**src/rtl/mem_access_if.sv**
```systemverilog
// Memory command/response bus between the memory-access stage and the data memory.
// Single outstanding command; reads return one word on MEM_RD_VALID.
interface mem_access_if;
    logic        MEM_CMD_VALID;
    logic        MEM_CMD_READY;
    logic        MEM_CMD_WRITE;
    logic [31:0] MEM_CMD_ADDR;
    logic [3:0]  MEM_CMD_STRB;
    logic [31:0] MEM_CMD_WDATA;
    logic        MEM_RD_VALID;
    logic [31:0] MEM_RD_DATA;

    // Pipeline side issues commands and consumes read data
    modport master (
        output MEM_CMD_VALID, MEM_CMD_WRITE, MEM_CMD_ADDR, MEM_CMD_STRB, MEM_CMD_WDATA,
        input  MEM_CMD_READY, MEM_RD_VALID, MEM_RD_DATA
    );

    // Memory side accepts commands and returns read data
    modport slave (
        input  MEM_CMD_VALID, MEM_CMD_WRITE, MEM_CMD_ADDR, MEM_CMD_STRB, MEM_CMD_WDATA,
        output MEM_CMD_READY, MEM_RD_VALID, MEM_RD_DATA
    );
endinterface

```
**src/rtl/mem_access.sv**
```systemverilog
// RV32I memory-access stage: latches the execute-stage request, runs one bus
// access at a time, lane-aligns stores, extracts/extends loads and stalls the
// upstream pipeline while an access is in flight.
module mem_access (
    input  logic        CLK,
    input  logic        RST,
    input  logic [31:0] A_PC,
    input  logic [31:0] A_INST,
    input  logic        A_VALID,
    input  logic [4:0]  A_REG_D,
    input  logic [31:0] A_REG_D_V,
    input  logic        A_LOAD_RDEN,
    input  logic [31:0] A_LOAD_ADDR,
    input  logic [1:0]  A_LOAD_SIZE,
    input  logic        A_LOAD_SIGNED,
    input  logic        A_STORE_WREN,
    input  logic [31:0] A_STORE_ADDR,
    input  logic [3:0]  A_STORE_STRB,
    input  logic [31:0] A_STORE_DATA,
    output logic        STALL,
    mem_access_if.master mem,
    output logic [31:0] M_PC,
    output logic [31:0] M_INST,
    output logic        M_VALID,
    output logic [4:0]  M_REG_D,
    output logic [31:0] M_REG_D_V,
    output logic        M_MISALIGN,
    output logic        FWD_M_VALID,
    output logic [4:0]  FWD_M_REG_D,
    output logic [31:0] FWD_M_REG_D_V
);

    typedef enum logic [1:0] {IDLE, CMD, RESP} state_t;

    state_t      state_q, state_d;
    logic [31:0] pc_q, pc_d;
    logic [31:0] inst_q, inst_d;
    logic        valid_q, valid_d;
    logic [4:0]  reg_d_q, reg_d_d;
    logic [31:0] reg_d_v_q, reg_d_v_d;
    logic        is_load_q, is_load_d;
    logic        is_store_q, is_store_d;
    logic [31:0] addr_q, addr_d;
    logic [1:0]  size_q, size_d;
    logic        sign_q, sign_d;
    logic [3:0]  strb_q, strb_d;
    logic [31:0] wdata_q, wdata_d;
    logic        misalign_q, misalign_d;
    logic [31:0] res_q, res_d;

    // Request decode of the incoming execute-stage instruction (load wins over store)
    logic        acc_load, acc_store, acc_misal;
    logic [31:0] acc_addr;
    logic [1:0]  acc_size, acc_lane;

    always_comb begin
        acc_load  = A_VALID & A_LOAD_RDEN;
        acc_store = A_VALID & A_STORE_WREN & ~A_LOAD_RDEN;
        acc_addr  = A_LOAD_RDEN ? A_LOAD_ADDR : A_STORE_ADDR;
        acc_lane  = acc_addr[1:0];
        // Store width is implied by the unshifted strobe pattern
        if (A_LOAD_RDEN)          acc_size = A_LOAD_SIZE;
        else if (A_STORE_STRB[3]) acc_size = 2'b10;
        else if (A_STORE_STRB[1]) acc_size = 2'b01;
        else                      acc_size = 2'b00;
        acc_misal = 1'b0;
        if (acc_load | acc_store) begin
            if (acc_size[1])           acc_misal = (acc_lane != 2'b00);
            else if (acc_size == 2'b01) acc_misal = acc_lane[0];
        end
    end

    // Load data extraction and extension from the returned word
    logic [31:0] rd_shift;
    logic [15:0] rd_half;
    logic [31:0] load_val;

    always_comb begin
        rd_shift = mem.MEM_RD_DATA >> {addr_q[1:0], 3'b000};
        rd_half  = addr_q[1] ? mem.MEM_RD_DATA[31:16] : mem.MEM_RD_DATA[15:0];
        if (size_q[1])
            load_val = mem.MEM_RD_DATA;
        else if (size_q == 2'b01)
            load_val = {{16{sign_q & rd_half[15]}}, rd_half};
        else
            load_val = {{24{sign_q & rd_shift[7]}}, rd_shift[7:0]};
    end

    // Next-state: latch in IDLE, wait for acceptance in CMD, capture data in RESP
    always_comb begin
        state_d    = state_q;
        pc_d       = pc_q;
        inst_d     = inst_q;
        valid_d    = valid_q;
        reg_d_d    = reg_d_q;
        reg_d_v_d  = reg_d_v_q;
        is_load_d  = is_load_q;
        is_store_d = is_store_q;
        addr_d     = addr_q;
        size_d     = size_q;
        sign_d     = sign_q;
        strb_d     = strb_q;
        wdata_d    = wdata_q;
        misalign_d = misalign_q;
        res_d      = res_q;
        case (state_q)
            IDLE: begin
                pc_d       = A_PC;
                inst_d     = A_INST;
                valid_d    = A_VALID;
                reg_d_d    = A_REG_D;
                reg_d_v_d  = A_REG_D_V;
                is_load_d  = acc_load;
                is_store_d = acc_store;
                addr_d     = acc_addr;
                size_d     = acc_size;
                sign_d     = A_LOAD_SIGNED;
                strb_d     = acc_store ? (A_STORE_STRB << acc_lane) : 4'b0000;
                wdata_d    = acc_store ? (A_STORE_DATA << {acc_lane, 3'b000}) : 32'h0;
                misalign_d = acc_misal;
                // Cleared here so a suppressed (misaligned) load reads back as 0
                res_d      = 32'h0;
                if ((acc_load | acc_store) & ~acc_misal)
                    state_d = CMD;
            end
            CMD: begin
                if (mem.MEM_CMD_READY)
                    state_d = is_load_q ? RESP : IDLE;
            end
            RESP: begin
                if (mem.MEM_RD_VALID) begin
                    res_d   = load_val;
                    state_d = IDLE;
                end
            end
            default: state_d = IDLE;
        endcase
    end

    // State and stage register; reset clears everything so all outputs read 0
    always_ff @(posedge CLK or posedge RST) begin
        if (RST) begin
            state_q    <= IDLE;
            pc_q       <= 32'h0;
            inst_q     <= 32'h0;
            valid_q    <= 1'b0;
            reg_d_q    <= 5'h0;
            reg_d_v_q  <= 32'h0;
            is_load_q  <= 1'b0;
            is_store_q <= 1'b0;
            addr_q     <= 32'h0;
            size_q     <= 2'b00;
            sign_q     <= 1'b0;
            strb_q     <= 4'b0000;
            wdata_q    <= 32'h0;
            misalign_q <= 1'b0;
            res_q      <= 32'h0;
        end else begin
            state_q    <= state_d;
            pc_q       <= pc_d;
            inst_q     <= inst_d;
            valid_q    <= valid_d;
            reg_d_q    <= reg_d_d;
            reg_d_v_q  <= reg_d_v_d;
            is_load_q  <= is_load_d;
            is_store_q <= is_store_d;
            addr_q     <= addr_d;
            size_q     <= size_d;
            sign_q     <= sign_d;
            strb_q     <= strb_d;
            wdata_q    <= wdata_d;
            misalign_q <= misalign_d;
            res_q      <= res_d;
        end
    end

    // Bus command is a direct view of the latched request, stable while in CMD
    always_comb begin
        STALL             = (state_q != IDLE);
        mem.MEM_CMD_VALID = (state_q == CMD);
        mem.MEM_CMD_WRITE = is_store_q;
        mem.MEM_CMD_ADDR  = {addr_q[31:2], 2'b00};
        mem.MEM_CMD_STRB  = strb_q;
        mem.MEM_CMD_WDATA = wdata_q;
    end

    // M-stage and forwarding outputs; nothing is valid while its access is pending
    always_comb begin
        M_PC          = pc_q;
        M_INST        = inst_q;
        M_VALID       = valid_q & (state_q == IDLE);
        M_REG_D       = reg_d_q;
        M_REG_D_V     = is_load_q ? res_q : reg_d_v_q;
        M_MISALIGN    = misalign_q;
        FWD_M_VALID   = M_VALID;
        FWD_M_REG_D   = M_REG_D;
        FWD_M_REG_D_V = M_REG_D_V;
    end

endmodule

```
**src/flat_wrapper.sv**
```systemverilog
// flat-port wrapper written by rule: the top's interface ports become plain ports
module mem_access_flat 
  (CLK, RST, A_PC, A_INST, A_VALID, A_REG_D, A_REG_D_V, A_LOAD_RDEN, A_LOAD_ADDR, A_LOAD_SIZE, A_LOAD_SIGNED, A_STORE_WREN, A_STORE_ADDR, A_STORE_STRB, A_STORE_DATA, STALL, M_PC, M_INST, M_VALID, M_REG_D, M_REG_D_V, M_MISALIGN, FWD_M_VALID, FWD_M_REG_D, FWD_M_REG_D_V, mem_MEM_CMD_VALID, mem_MEM_CMD_WRITE, mem_MEM_CMD_ADDR, mem_MEM_CMD_STRB, mem_MEM_CMD_WDATA, mem_MEM_CMD_READY, mem_MEM_RD_VALID, mem_MEM_RD_DATA);
  mem_access_if mem_i ();
  input  logic CLK;
  input  logic RST;
  input  logic [31:0] A_PC;
  input  logic [31:0] A_INST;
  input  logic A_VALID;
  input  logic [4:0] A_REG_D;
  input  logic [31:0] A_REG_D_V;
  input  logic A_LOAD_RDEN;
  input  logic [31:0] A_LOAD_ADDR;
  input  logic [1:0] A_LOAD_SIZE;
  input  logic A_LOAD_SIGNED;
  input  logic A_STORE_WREN;
  input  logic [31:0] A_STORE_ADDR;
  input  logic [3:0] A_STORE_STRB;
  input  logic [31:0] A_STORE_DATA;
  output logic STALL;
  output logic [31:0] M_PC;
  output logic [31:0] M_INST;
  output logic M_VALID;
  output logic [4:0] M_REG_D;
  output logic [31:0] M_REG_D_V;
  output logic M_MISALIGN;
  output logic FWD_M_VALID;
  output logic [4:0] FWD_M_REG_D;
  output logic [31:0] FWD_M_REG_D_V;
  output wire logic [$bits(mem_i.MEM_CMD_VALID)-1:0] mem_MEM_CMD_VALID;
  output wire logic [$bits(mem_i.MEM_CMD_WRITE)-1:0] mem_MEM_CMD_WRITE;
  output wire logic [$bits(mem_i.MEM_CMD_ADDR)-1:0] mem_MEM_CMD_ADDR;
  output wire logic [$bits(mem_i.MEM_CMD_STRB)-1:0] mem_MEM_CMD_STRB;
  output wire logic [$bits(mem_i.MEM_CMD_WDATA)-1:0] mem_MEM_CMD_WDATA;
  input wire logic [$bits(mem_i.MEM_CMD_READY)-1:0] mem_MEM_CMD_READY;
  input wire logic [$bits(mem_i.MEM_RD_VALID)-1:0] mem_MEM_RD_VALID;
  input wire logic [$bits(mem_i.MEM_RD_DATA)-1:0] mem_MEM_RD_DATA;
  assign mem_MEM_CMD_VALID = mem_i.MEM_CMD_VALID;
  assign mem_MEM_CMD_WRITE = mem_i.MEM_CMD_WRITE;
  assign mem_MEM_CMD_ADDR = mem_i.MEM_CMD_ADDR;
  assign mem_MEM_CMD_STRB = mem_i.MEM_CMD_STRB;
  assign mem_MEM_CMD_WDATA = mem_i.MEM_CMD_WDATA;
  assign mem_i.MEM_CMD_READY = mem_MEM_CMD_READY;
  assign mem_i.MEM_RD_VALID = mem_MEM_RD_VALID;
  assign mem_i.MEM_RD_DATA = mem_MEM_RD_DATA;
  mem_access u_core (.CLK(CLK), .RST(RST), .A_PC(A_PC), .A_INST(A_INST), .A_VALID(A_VALID), .A_REG_D(A_REG_D), .A_REG_D_V(A_REG_D_V), .A_LOAD_RDEN(A_LOAD_RDEN), .A_LOAD_ADDR(A_LOAD_ADDR), .A_LOAD_SIZE(A_LOAD_SIZE), .A_LOAD_SIGNED(A_LOAD_SIGNED), .A_STORE_WREN(A_STORE_WREN), .A_STORE_ADDR(A_STORE_ADDR), .A_STORE_STRB(A_STORE_STRB), .A_STORE_DATA(A_STORE_DATA), .STALL(STALL), .mem(mem_i), .M_PC(M_PC), .M_INST(M_INST), .M_VALID(M_VALID), .M_REG_D(M_REG_D), .M_REG_D_V(M_REG_D_V), .M_MISALIGN(M_MISALIGN), .FWD_M_VALID(FWD_M_VALID), .FWD_M_REG_D(FWD_M_REG_D), .FWD_M_REG_D_V(FWD_M_REG_D_V));
endmodule
```
**config.mk**
```make
export PLATFORM = sky130hd
export DESIGN_NAME = mem_access_flat
export DESIGN_NICKNAME = d
export VERILOG_FILES = /design/src/rtl/mem_access_if.sv /design/src/rtl/mem_access.sv /design/src/flat_wrapper.sv
export SDC_FILE = /design/constraint.sdc
export NUM_CORES = 1
export LEC_CHECK = 0
export BUFFER_PORTS_ARGS = -buffer_cell sky130_fd_sc_hd__buf_2
export CAP_MARGIN = 20
export CORE_AREA = 4 4 173 175
export CTS_BUF_LIST = sky130_fd_sc_hd__clkbuf_4
export CTS_CLUSTER_SIZE = 20
export DETAILED_ROUTE_END_ITERATION = 8
export DIE_AREA = 0 0 177 179
export HOLD_SLACK_MARGIN = 0.12
export PLACE_DENSITY_LB_ADDON = 0.08
export REMOVE_ABC_BUFFERS = 1
export SYNTH_ARGS = -nofsm -noshare
export SYNTH_HDL_FRONTEND = slang
export SYNTH_SLANG_ARGS = --single-unit
export TNS_END_PERCENT = 50
```
**constraint.sdc**
```tcl
create_clock -name CLK -period 7.3 [get_ports CLK]
set_input_delay 1.46 -clock CLK [delete_from_list [all_inputs] [get_ports CLK]]
set_output_delay 1.46 -clock CLK [all_outputs]
set_load 0.02 [all_outputs]
```
Word level (Yosys, flattened, before mapping)
Index checks and enable logic that the tools add are counted.
{"block": "classes", "eq_ne": 7, "n_shift": 3, "muxes": 20, "bitwise_logic": 10, "n_reduce_logical": 6}
{"operator": "$mux W32", "n": 6}
{"operator": "$pmux W32 S2", "n": 1}
{"operator": "$shl A32 B5 Y32", "n": 1}
{"operator": "$shr A32 B5 Y8", "n": 1}
{"operator": "$mux W16", "n": 1}
{"operator": "$mux W2", "n": 6}
{"operator": "$and A1 B1 Y1", "n": 7}
{"operator": "$eq A2 B1 Y1 const B", "n": 3}
{"operator": "$pmux W2 S3", "n": 1}
{"operator": "$reduce_bool A2 Y1", "n": 3}
{"operator": "$mux W1", "n": 4}
{"operator": "$mux W4", "n": 1}
{"operator": "$ne A2 B1 Y1 const B", "n": 2}
{"operator": "$shl A4 B2 Y4", "n": 1}
{"operator": "$reduce_and A3 Y1", "n": 1}
{"operator": "$eq A2 B2 Y1 const B", "n": 1}
{"operator": "$logic_not A2 Y1", "n": 1}
{"operator": "$ne A2 B2 Y1 const B", "n": 1}
{"operator": "$not A1 Y1", "n": 2}
{"operator": "$reduce_and A2 Y1", "n": 1}
{"operator": "$or A1 B1 Y1", "n": 1}
{"block": "totals", "regBits": 210, "input_bits": 243}

Longest topological paths before layout
{"block": "depth", "ltp_word": 11, "mapped_depth": 7}

Worst setup path before layout
Ideal clock, no wire load.
{"block": "synth_timing", "kind": "reg-to-output", "start": "register u_core.is_load_q", "end": "output M_REG_D_V[10]", "arrival_ps": 1497, "t_required_ps": 5840, "path_slack_ps": 4343, "path_stages_with_launch": 5, "n_path_buf": 3, "cell_sequence": "dfrtp_1 -> clkbuf_1 -> clkbuf_1 -> mux2_2 -> buf_4"}
{"block": "synth_between", "elab_chain_cells": 1}
{"item": "start, declared", "line_no": "mem_access.sv:41", "source": "logic is_load_q, is_load_d;"}
{"item": "start signal, assigned", "line_no": "mem_access.sv:165", "source": "is_load_q <= is_load_d;"}
{"item": "$mux W32", "line_no": "mem_access.sv:193", "source": "M_REG_D_V = is_load_q ? res_q : reg_d_v_q;"}
{"item": "end, declared", "line_no": "flat_wrapper.sv:25", "source": "output logic [31:0] M_REG_D_V;"}
Every way passes these cells.

Final worst setup path
{"block": "layout_timing", "start": "register u_core.state_q[0]", "end": "output FWD_M_VALID"}
{"block": "layout_between", "elab_chain_cells": 2}
{"item": "start, declared", "line_no": "mem_access.sv:35", "source": "state_t state_q, state_d;"}
{"item": "start signal, assigned", "line_no": "mem_access.sv:159", "source": "state_q <= state_d;"}
{"item": "$logic_not A2 Y1", "line_no": "mem_access.sv:191", "source": "M_VALID = valid_q & (state_q == IDLE);"}
{"item": "$and A1 B1 Y1", "line_no": "mem_access.sv:191"}
{"item": "end, declared", "line_no": "flat_wrapper.sv:27", "source": "output logic FWD_M_VALID;"}
Every way passes these cells.

==> reports/summary.md <==
Synth
• 1054 — Post-Synthesis Cells
• 210 — flip-flop and latch count after synthesis
• sky130_fd_sc_hd__dfrtp_1 — Post-synth top flop
• sky130_fd_sc_hd__nand2_1 — cell with the most instances after synthesis
• 45 — unique cell type count in the Yosys netlist
• 0 — EDFF count, synth
• 9970 um^2 — area of the mapped netlist
• sky130_fd_sc_hd__dfrtp_1 (53%), sky130_fd_sc_hd__nand2_1 (15%), sky130_fd_sc_hd__buf_4 (5.4%) — top cells by area in the synthesized netlist
• 9.46 um^2 — synthesized area per cell
• 52.7% — share of Yosys cell area claimed by the top area cell type
• 52.7% — sequential fraction of the synthesis area
• sky130_fd_sc_hd__nand2_1 (393), sky130_fd_sc_hd__dfrtp_1 (210), sky130_fd_sc_hd__buf_4 (72) — commonest cells in the netlist
• 0 — Synth Warn #
• sky130_fd_sc_hd__dfrtp_1 — cell taking the most area after synthesis
• 100% — share of flip-flops with an asynchronous set or reset

Timing
• 0 — count of endpoints failing setup in the final report
• 0.465 ns — worst hold slack across all endpoints
• 0 — final slew viol count
• 0 — hold violation count in the final report
• 0.976 ns — transition time at the pin with the least slew margin
• false — setup repair after global routing missed its margin
• 0.0203 ns — final clock skew
• 58.9% — final clock period utilization by the worst path
• 0 ns — Fin Setup TNS
• 233 MHz — max frequency
• 3.00 ns — setup slack after layout
• 34.9% — relative max-transition margin
• 4.30 ns — Tmin final

Power
• 7.01 nW — leakage power of the design
• 93.2 uV — VDD IR max
• 298 nW/um^2 — Power Density

CTS
• 0 — Hold Buf Count CTS
• 3 — maximum count of clock buffers along a single path
• 210 — Clock Sinks
• yes — TritonCTS clock tree
• sky130_fd_sc_hd__clkbuf_4 — cell at the root of the clock tree
• 0.06 ns — CTS clk-pin slew, worst paths
• 0 — post-cts repair resize count
• 59 — clock buffer count from CTS
• 0 — total setup buffers inserted after CTS
• 2 — count of H-tree levels built during CTS
• 0.65 ns — clock insertion delay at the later pin of the skew report

Routing
• 4.69 — detail-routed via count per cell
• 8730 — via count of the routed design
• 4 — number of iterations in the first detailed-routing pass
• 17.4 um — average wire per cell in the routed design
• 32.5 mm — Routed Wire Length
• 0 — number of nets with antenna violations after detailed routing
• 490 — Detailed Route Iter0 Violations
• 0 — count of unresolved DRC violations after routing

Setup path
• output port — Crit. End Element
• u_core.state_q[0] — launching element of the worst setup path
• flip-flop — CP startpoint kind
• u_core.state_q[0] — reg-to-reg startpoint
• reg -> out — WS Path Type
• 2.84 ns — signal arrival time at the worst endpoint
• 87 — worst-path fanout max
• 5.84 ns — Req. time, crit path

Floorplan
• 177 um — Die X
• 179 um — vertical die dimension
• 62 — number of core rows
• 31700 um^2 — Total Die Area
• 35.0% — initial core utilization
• 455 — I/O pin count
• 28500 um^2 — area of the placeable core

Place
• 0.803 — placer congestion estimate
• 3.62 ns — worst setup slack after placement
• 23.5 mm — HPWL after detailed placement
• 452 — I/O Buffers
• 12000 um^2 — dpl cell area

Layout
• 40.3% — fraction of final layout cells sized beyond drive strength 1
• 5260 um^2 — FF+latch area
• 12700 um^2 — post-route cell area
• 3850 um^2 — footprint of the multi-input gates
• 27.4% — layout overhead on the synthesized area
• 2929 — Fill cells
• 1680 — total number of nets in the final design

Global routing
• 19.5% — total routing resource utilization after global routing
• 8785 — via count of the first global-routing pass
• 0 — gr ovfl total
• 49.1 mm — wire length of the first global-routing pass
• 97 — maximum number of pins on one net before global-route repair
• 7 — number of antenna violations at the first check in global routing

Worst hold path
• u_core.M_PC[28] — HP Start
• reg -> reg — class of the tightest hold or removal check

Flow run
• 0 — number of max-capacitance violations reported

Outcome
• finished, final reports clean — status

-- per-stage QoR --
stage	utilization [%]	power (mW)	cells
final	44.6	3.79	1862
after global routing	44.6	4.06	1862
after CTS	44.6	3.87	1858
after detailed placement	42.1	2.80	1759
after global placement	42.1	2.79	1759
after floorplan	-	2.27	915
-- kinds of logic after synthesis --
group,count (synthesis),share of synthesized area [%]
and+or+nand+nor,433,17.3
DFF,210,52.7
AOI/OAI and AO/OA,170,12.0
buffers and inverters,154,8.73
muxes,86,9.19
other,1,0.0376
-- critical path, stage by stage (launching register included) --
cell and delay [ns]:
sky130_fd_sc_hd__dfrtp_1 0.44, sky130_fd_sc_hd__nor2_4 0.48, sky130_fd_sc_hd__buf_4 0.81, sky130_fd_sc_hd__and2_1 0.27, sky130_fd_sc_hd__buf_2 0.17
-- state kept, by name, summed over array words and instances, names as in the netlist --
name                      flops
u_core.FWD_M_REG_D            5
u_core.M_INST                32
u_core.M_MISALIGN             1
u_core.M_PC                  32
u_core.addr_q                32
u_core.is_load_q              1
u_core.mem.MEM_CMD_STRB       4
u_core.mem.MEM_CMD_WDATA     32
u_core.mem.MEM_CMD_WRITE      1
u_core.reg_d_v_q             32
u_core.res_q                 32
u_core.sign_q                 1
u_core.size_q                 2
u_core.state_q                2
u_core.valid_q                1
-- cells in the final DEF, fill, tap and decap left out, types with 8 or more instances in the layout --
master / synthesis / final
sky130_fd_sc_hd__buf_2: 18 / 452
sky130_fd_sc_hd__buf_4: 72 / 9
sky130_fd_sc_hd__a221o_1: 24 / 24
sky130_fd_sc_hd__o221ai_1: 9 / 9
sky130_fd_sc_hd__dfrtp_1: 210 / 209
sky130_fd_sc_hd__o21ai_0: 50 / 50
sky130_fd_sc_hd__inv_1: 13 / 12
sky130_fd_sc_hd__nand2_1: 393 / 393
sky130_fd_sc_hd__and3_1: 8 / 8
sky130_fd_sc_hd__mux2_2: 34 / 34
sky130_fd_sc_hd__mux2i_1: 51 / 50
sky130_fd_sc_hd__clkbuf_4: 0 / 89
sky130_fd_sc_hd__a21oi_1: 25 / 25
sky130_fd_sc_hd__clkinv_1: 0 / 9
sky130_fd_sc_hd__a22o_1: 17 / 17
-- metal layers --
| layer | up-vias | GRT usage (%) | wire length (um) |
|---|---|---|---|
| li1 | 4274 | - | - |
| met1 | 4050 | 24.8 | 13300 |
| met2 | 342 | 32.2 | 15600 |
| met3 | 56 | 6.35 | 2900 |
| met4 | 8 | 5.48 | 648 |
| met5 | - | 0 | 43 |
-- final cells by class --
cell class              instances  share of cell area (%)
diodes                          3                  0.0591
clock buffers                  89                    5.26
clock inverters                10                   0.325
inverters                      14                   0.512
multi-input cells             691                    30.3
flip-flops and latches        210                    41.4
well taps                     384                    3.78
repair buffers                461                    18.3
-- worst paths after layout --
check | endpoint | slack, ns | depth (start not counted)
setup / recovery | FWD_M_VALID | 3.00 | 4
hold / removal | u_core.M_PC[28] | 0.47 | 2
setup reg to reg | u_core.mem.MEM_CMD_WDATA[18] | 4.41 | 5
hold reg to reg | u_core.M_PC[28] | 0.47 | 2
max in group asynchronous | u_core.is_load_q | 5.05 | 3
min in group asynchronous | u_core.mem.MEM_CMD_WDATA[28] | 0.88 | 2
-- power by group --
part / switching (mW) / total [mW] / internal (mW)
sequential: 0.145 / 1.51 / 1.36
clock: 0.486 / 1.03 / 0.547
combinational: 0.832 / 1.24 / 0.411
Note: power is estimated with default switching activity, not from simulation.
